--- config.mk ---
export PLATFORM = sky130hd
export DESIGN_NAME = mult_shift_add_nb
export DESIGN_NICKNAME = d
export VERILOG_FILES = /design/src/rtl/mult_shift_add_nb.sv
export SDC_FILE = /design/constraint.sdc
export NUM_CORES = 1
export LEC_CHECK = 0
export CORE_MARGIN = 2
export CORE_UTILIZATION = 45
export CTS_CLUSTER_DIAMETER = 30
export DETAILED_ROUTE_END_ITERATION = 10
export GPL_TIMING_DRIVEN = 0
export PLACE_DENSITY = 0.77
export SETUP_SLACK_MARGIN = 0.02
export SYNTH_ARGS = -nofsm -noshare
export SYNTH_HDL_FRONTEND = slang
export SYNTH_HIERARCHICAL = 1
export SYNTH_SLANG_ARGS = --single-unit
--- constraint.sdc ---
create_clock -name clk -period 2.2 [get_ports clk]
set_input_delay 0.44 -clock clk [delete_from_list [all_inputs] [get_ports clk]]
set_output_delay 0.44 -clock clk [all_outputs]
set_load 0.1 [all_outputs]
--- src/rtl/mult_shift_add_nb.sv ---
// Sequential unsigned shift-and-add multiplier: one partial product per clock
// through an internal n-bit ripple-carry adder, 2n-bit registered product.

module full_adder_nb #(
   parameter int n = 4
) (
   input  logic [n-1:0] a,
   input  logic [n-1:0] b,
   input  logic         Cin,
   output logic [n-1:0] Sum,
   output logic         Cout
);

   logic [n:0] carry_s;

   assign carry_s[0] = Cin;

   for (genvar i = 0; i < n; i++) begin : g_bit
      assign Sum[i]       = a[i] ^ b[i] ^ carry_s[i];
      assign carry_s[i+1] = (a[i] & b[i]) | (carry_s[i] & (a[i] ^ b[i]));
   end

   assign Cout = carry_s[n];

endmodule

module mult_shift_add_nb #(
   parameter int n = 4
) (
   input  logic           clk,
   input  logic           rst,
   input  logic           start,
   input  logic [n-1:0]   a,
   input  logic [n-1:0]   b,
   output logic           busy,
   output logic           done,
   output logic [2*n-1:0] product
);

   localparam int cw = $clog2(n) + 1;
   localparam logic [cw-1:0] last_cnt = cw'(n - 1);
   localparam logic [cw-1:0] one_cnt  = cw'(1);

   localparam logic [1:0] IDLE = 2'd0;
   localparam logic [1:0] CALC = 2'd1;
   localparam logic [1:0] DONE = 2'd2;

   logic [1:0]     state_r;
   logic [n-1:0]   m_r;
   logic [n-1:0]   acc_r;
   logic [n-1:0]   q_r;
   logic [cw-1:0]  cnt_r;
   logic           busy_r;
   logic           done_r;
   logic [2*n-1:0] product_r;

   logic [n-1:0]   addend_s;
   logic [n-1:0]   sum_s;
   logic           cout_s;

   // Partial product: multiplicand when the current multiplier bit is set.
   always_comb begin
      addend_s = {n{1'b0}};
      if (q_r[0]) begin
         addend_s = m_r;
      end else begin
         addend_s = {n{1'b0}};
      end
   end

   full_adder_nb #(.n(n)) u_adder (
      .a    (acc_r),
      .b    (addend_s),
      .Cin  (1'b0),
      .Sum  (sum_s),
      .Cout (cout_s)
   );

   // Control FSM and shift datapath. The adder carry lands in the top bit of
   // the accumulator after the right shift, so the separate carry bit is
   // always zero between iterations and needs no storage.
   always_ff @(posedge clk) begin
      if (rst) begin
         state_r   <= IDLE;
         m_r       <= {n{1'b0}};
         acc_r     <= {n{1'b0}};
         q_r       <= {n{1'b0}};
         cnt_r     <= {cw{1'b0}};
         busy_r    <= 1'b0;
         done_r    <= 1'b0;
         product_r <= {(2*n){1'b0}};
      end else begin
         case (state_r)
            IDLE: begin
               done_r <= 1'b0;
               if (start) begin
                  m_r     <= a;
                  q_r     <= b;
                  acc_r   <= {n{1'b0}};
                  cnt_r   <= {cw{1'b0}};
                  busy_r  <= 1'b1;
                  state_r <= CALC;
               end else begin
                  busy_r  <= 1'b0;
                  state_r <= IDLE;
               end
            end
            CALC: begin
               acc_r <= {cout_s, sum_s[n-1:1]};
               q_r   <= {sum_s[0], q_r[n-1:1]};
               cnt_r <= cnt_r + one_cnt;
               if (cnt_r == last_cnt) begin
                  product_r <= {cout_s, sum_s, q_r[n-1:1]};
                  busy_r    <= 1'b0;
                  done_r    <= 1'b1;
                  state_r   <= DONE;
               end else begin
                  busy_r    <= 1'b1;
                  done_r    <= 1'b0;
                  state_r   <= CALC;
               end
            end
            DONE: begin
               busy_r  <= 1'b0;
               done_r  <= 1'b0;
               state_r <= IDLE;
            end
            default: begin
               busy_r  <= 1'b0;
               done_r  <= 1'b0;
               state_r <= IDLE;
            end
         endcase
      end
   end

   assign busy    = busy_r;
   assign done    = done_r;
   assign product = product_r;

endmodule

==> results of run 1 <==
[layout by cell type (no fill, tap or decap), types with 2 or more instances in the layout]
cell type,instances
dfxtp_1,24
nor2_1,17
nand2_1,16
inv_1,10
mux2i_1,10
dlygate4sd2_1,10
clkdlybuf4s50_1,9
a21oi_1,8
a22oi_1,6
a211oi_1,4
and2_1,3
clkbuf_4,3
inv_2,3
fa_2,3
buf_1,2
buf_4,2
ha_1,2
dfxtp_2,2
[critical path, stage by stage, from the launching register on]
cell	delay, ns
dfxtp_2	0.34
and2_4	0.15
fa_2	0.35
inv_2	0.06
fa_2	0.18
inv_2	0.04
fa_2	0.32
inv_2	0.06
fa_1	0.40
inv_1	0.08
nand2_1	0.05
a21oi_1	0.12
[through the flow]
step                instance area, um2  hold slack, ns  setup slack, ns  utilization [%]  cells
CTS                               1420           0.448          -0.0512             57.7    178
detailed placement                1370           0.446           -0.122             56.0    173
global placement                  1370           0.443          -0.0852             56.0    173
global route                      1420           0.481           -0.117             57.7    178
floorplan                         1150           0.445           0.0210                -    124
finish                            1420           0.456         -0.00615             57.7    178
[power by group through the flow]
| stage | combinational, mW | clock (mW) | sequential (mW) |
|---|---|---|---|
| floorplan | 0.0587 | 0 | 0.515 |
| CTS | 0.106 | 0.248 | 0.496 |
| global route | 0.118 | 0.262 | 0.499 |
| global placement | 0.0984 | 0 | 0.507 |
| finish | 0.106 | 0.243 | 0.497 |
| detailed placement | 0.102 | 0 | 0.507 |
[cell usage after synthesis, types with 2 or more instances]
| master | n | share of area, % |
|---|---|---|
| a22oi_1 | 6 | 3.9 |
| nor2_1 | 17 | 5.6 |
| a211oi_1 | 4 | 2.6 |
| inv_1 | 13 | 4.3 |
| and2_1 | 4 | 2.2 |
| dfxtp_1 | 26 | 45 |
| nand2_1 | 16 | 5.2 |
| ha_1 | 2 | 2.2 |
| buf_1 | 2 | 0.66 |
| mux2i_1 | 10 | 8.7 |
| fa_1 | 4 | 7.0 |
| a21oi_1 | 8 | 3.5 |
[logic make-up after synthesis]
| group | Yosys count |
|---|---|
| other | 1 |
| adder cells (fa/ha/maj) | 6 |
| multiplexers | 10 |
| flip-flops | 26 |
| buffers and inverters | 19 |
| AO/OA/AOI/OAI | 20 |
| AND/OR/NAND/NOR | 42 |
[cell type report]
class / instances / area (um2)
Buffer: 6 / 35.0
Clock buffer: 4 / 36.3
Fill cell: 235 / 1040
Inverter: 13 / 48.8
Multi-Input combinational cell: 79 / 552
Sequential cell: 26 / 523
Tap cell: 30 / 37.5
Timing Repair Buffer: 20 / 185
[final timing paths]
kind	startpoint	slack, ns	endpoint	cells past startpoint
setup / recovery	m_r[0]	-0.006	product[6]	11
setup reg to reg	m_r[0]	-0.006	product[6]	11
hold reg to reg	product[0]	0.46	product[0]	2
hold / removal	rst	0.46	product[0]	2
[per-layer routing]
metal / share of wire, % / GRT usage (%) / vias up / wire length (um)
met4: 0.55 / 3.33 / 0 / 12
met2: 48 / 26.9 / 29 / 1050
met1: 44 / 21.0 / 428 / 968
met5: 0 / 0 / - / 0
li1: - / - / 449 / -
met3: 6.7 / 6.01 / 2 / 146
[sequential cells by signal, indices dropped and copies added, names as in the netlist]
register  flops
q_r           4
cnt_r         3
done          1
state_r       2
acc_r         4
product       8
m_r           4
[timing repair]
action	CTS	global route
gates cloned	0	0
pin swaps	8	6
setup buffers	1	0
resized for setup	18	1
endpoints found under the hold margin	0	0
setup endpoints to repair	13	2
==> impl_metrics.tcl, run 1 <==
set metrics [dict create \
    status "finished, violations left" \
    violations "negative setup slack" \
    power_frac_seq_pct 58.7 \
    grt_max_degree 15 \
    dr.pass1.iters 4 \
    cts.clk_slew.worst_paths_ns 0.14 \
    io_buffers 19 \
    rsz0062_at_grt "true" \
    grt_pass1_vias 789 \
    n_antenna_cell 0 \
    synth_warnings 6 \
    critical_path_required_ns 2.46 \
    ios 21 \
    die_area_mm2 0.00297 \
    row_count 18 \
    cts_root_buf "clkbuf_4" \
    worst_ep_arrival_time_ns 2.47 \
    crit_fanout 2 \
    cts_buffers 3 \
    slew_headroom_pct 36.6 \
    drtIter0Drc 16 \
    p_sw_mw 0.209 \
    finalClockSkew_ns 0.00317 \
    ant_nets 0 \
    drc 0 \
    clkSinkCount 26 \
    min_path_type "input pin to register" \
    worstMarginPinSlew_ns 0.954 \
    grt_usage_pct 16.5 \
    area_growth_pct 23.7 \
    finalCritPeriodShare_pct 100 \
    post-dp-hpwl_mm 1.59 \
    synth_area_per_cell_um2 9.24 \
    cts_tree "done" \
    synthSimpleGateAreaFrac_pct 17.1 \
    synth_nets 141 \
    synthCells 124 \
    synth-xor-area-share_pct 0 \
    slew_violations 0 \
    synth_compound_gate_area_share_pct 11.9 \
    synth_top_flop_cell "dfxtp_1" \
    end_kind "register" \
    p_clk_share_pct 28.8 \
    synth_top_family_by_area "simple AND/OR/NAND/NOR gates" \
    p_int_mw 0.637 \
    p_total_mw 0.846 \
    ctsHoldBuffers 0 \
    coreArea_mm2 0.00245 \
    antenna_found_initial 0 \
    synth_cell_types 24 \
    post_drt_wl_per_cell_um 12.2 \
    via_count 908 \
    clockBufferDepth 2 \
    finalNetCount 166 \
    routed_via_density 5.10 \
    routabilityCongestion 0.773 \
    grt_pass1_wl_mm 3.43 \
    pwr_density_cell_mw_per_mm2 597 \
    combPwrFrac_pct 12.5 \
    synthAdderAreaFrac_pct 9.17 \
    layout_setup_ws_ns -0.00615 \
    dieHeight_um 54.5 \
    synth-seq-area-share_pct 45.4 \
    clock.fmax_mhz 453 \
    drive_gt1_share_pct 13.5 \
    start_util_pct 46.7 \
    period_needed_ns 2.21 \
    async_reset_ff_share_pct 0 \
    setup_violations 1 \
    clock_latency_ns 0.32 \
    switching_share_pct 24.7 \
    synth_edf_count 0 \
    path_class "register to register" \
    peakVddDrop_uv 655 \
    hold_viol 0 \
    syn-cell-area_mm2 0.00115 \
    total_leakage_power_nw 0.611 \
    startpoint_type "register" \
    drv_cap 0 \
    die_w_um 54.5 \
    ys_ff_latch 26 \
    h-tree-depth 1 \
    finalSetupTns_ns -0.00615 \
    drt-total-wl_mm 2.18 \
    muxShareOfSynthArea_pct 8.73 \
    grt-ovfl-total 0 \
]
Power figures use the tool's default switching activity.
==> run 2, diff against run 1 <==
Settings changed: RECOVER_POWER set to 25, TNS_END_PERCENT set to 30.
==> impl_metrics.tcl, run 2 (synthesis gave the netlist of run 1 again) <==
set metrics [dict create \
    r2r_cells 11 \
    slew_violations 0 \
    grt_pass1_vias 789 \
    post-dp-hpwl_mm 1.59 \
    r2r_setup_slack_ns -0.003 \
    hold_viol 0 \
    finalSetupTns_ns -0.00290 \
    clkSinkCount 26 \
    worstMarginPinSlew_ns 0.954 \
    cp_num_buf_inv 4 \
    die_area_mm2 0.00297 \
    grt_pass1_wl_mm 3.43 \
    total_leakage_power_nw 0.608 \
    clock_latency_ns 0.32 \
    critical-path-slowest-cell "fa_1" \
    n_fill_cell 235 \
    drtIter0Drc 14 \
    min_to "product[0]" \
    critical_path_required_ns 2.46 \
    pwr_density_cell_mw_per_mm2 597 \
    ios 21 \
    h-tree-depth 1 \
    n_antenna_cell 0 \
    setup_violations 1 \
    via_count 894 \
    finalCritPeriodShare_pct 100 \
    drv_cap 0 \
    routabilityCongestion 0.773 \
    area_growth_pct 23.4 \
    clock.fmax_mhz 454 \
    final_area_mm2 0.00141 \
    crit_fanout 2 \
    dieHeight_um 54.5 \
    rsz0062_at_grt "true" \
    path_class "register to register" \
    dr.pass1.iters 4 \
    grt-ovfl-total 0 \
    coreArea_mm2 0.00245 \
    cts_tree "done" \
    start_util_pct 46.7 \
    slew_headroom_pct 36.6 \
    cts.clk_slew.worst_paths_ns 0.14 \
    min_path_type "register to register" \
    io_buffers 19 \
    clockBufferDepth 2 \
    post_drt_wl_per_cell_um 12.3 \
    cts_buffers 3 \
    place_area_mm2 0.00137 \
    die_w_um 54.5 \
    finalClockSkew_ns 0.00131 \
    ant_nets 0 \
    peakVddDrop_uv 650 \
    rr_endpoint "product[6]" \
    p_total_mw 0.844 \
    grt_usage_pct 16.5 \
    finalNetCount 166 \
    antenna_found_initial 0 \
    dp_slack_ns -0.122 \
    hold_slack_ns 0.463 \
    cts_root_buf "clkbuf_4" \
    whs_path_depth 2 \
    crit_chain "and2_4 > fa_2 > inv_2 > fa_2 > inv_2 > fa_2 > inv_2 > fa_1 > inv_1 > nand2_1 > a21oi_1" \
    worst_ep_arrival_time_ns 2.46 \
    placed_cells 173 \
    status "finished, violations left" \
    r2r-start "m_r[0]" \
    final_common_cell "dfxtp_1" \
    layout_setup_ws_ns -0.00290 \
    routed_via_density 5.02 \
    startpoint_type "register" \
    critical_path.top_delay_family "adder cells" \
    grt_max_degree 15 \
    row_count 18 \
    end_kind "register" \
    postLayoutCoreUtil_pct 57.6 \
    drt-total-wl_mm 2.19 \
    most-common-layout-cells "24 x dfxtp_1, 17 x nor2_1, 16 x nand2_1" \
    min_from "product[0]" \
    largest_reg_flops 8 \
    crit_path_max_incr_delay_ns 0.40 \
    finalNonFillerCells 178 \
    drc 0 \
    period_needed_ns 2.20 \
    drive_gt1_share_pct 12.8 \
    violations "negative setup slack" \
]
==> run 2: cell count changes in the layout (fill, tap and decap cells not counted), sizes merged <==
| cell | before | now |
|---|---|---|
| dlygate4sd3 | 0 | 1 |
| clkbuf | 5 | 6 |
| buf | 6 | 5 |
| clkdlybuf4s50 | 9 | 8 |
==> run 2: cell type report <==
| type | count | area, um2 | area share [%] |
|---|---|---|---|
| multi-input combinational | 79 | 552 | 39.0 |
| sequential | 26 | 523 | 37.0 |
| timing repair buffer | 20 | 185 | 13.1 |
| inverter | 13 | 48.8 | 3.45 |
| tap | 30 | 37.5 | 2.65 |
| clock buffer | 4 | 36.3 | 2.57 |
| buffer | 6 | 31.3 | 2.21 |
==> run 2: how the worst max path moves through the flow <==
| stage | from | slack, ns | to | depth (start not counted) |
|---|---|---|---|---|
| after floorplan | q_r[0] | 0.02 | product[6] | 11 |
| after global placement | q_r[0] | -0.09 | product[6] | 11 |
| after detailed placement | q_r[0] | -0.12 | product[6] | 11 |
| after CTS | m_r[0] | -0.05 | product[6] | 11 |
| after global routing | m_r[0] | -0.12 | acc_r[2] | 11 |
| final | m_r[0] | -0.003 | product[6] | 11 |
==> run 2: metal layers <==
layer | GRT usage [%] | up-vias | routed length, um
met5 | 0 | - | 0
met4 | 3.33 | 0 | 12
met3 | 6.01 | 2 | 112
met2 | 26.9 | 20 | 1040
met1 | 21.0 | 425 | 1020
li1 | - | 447 | -
==> run 2: repair_timing <==
item,CTS,global route
hold buffers,0,0
buffers inserted,1,0
endpoints found under the setup margin,13,2
hold endpoints to repair,0,0
pin swaps,8,6
resized for setup,18,1
==> run 2: worst reg2reg max path: stages, from the launching register on <==
cell,delay [ns]
dfxtp_2,0.34
and2_4,0.15
fa_2,0.35
inv_2,0.06
fa_2,0.18
inv_2,0.04
fa_2,0.32
inv_2,0.06
fa_1,0.40
inv_1,0.08
nand2_1,0.05
a21oi_1,0.12
==> run 2: report_power, final <==
| part | switching (mW) | internal [mW] |
|---|---|---|
| clock network | 0.141 | 0.101 |
| registers | 0.00977 | 0.487 |
| logic | 0.0574 | 0.0474 |
| total | 0.208 | 0.635 |
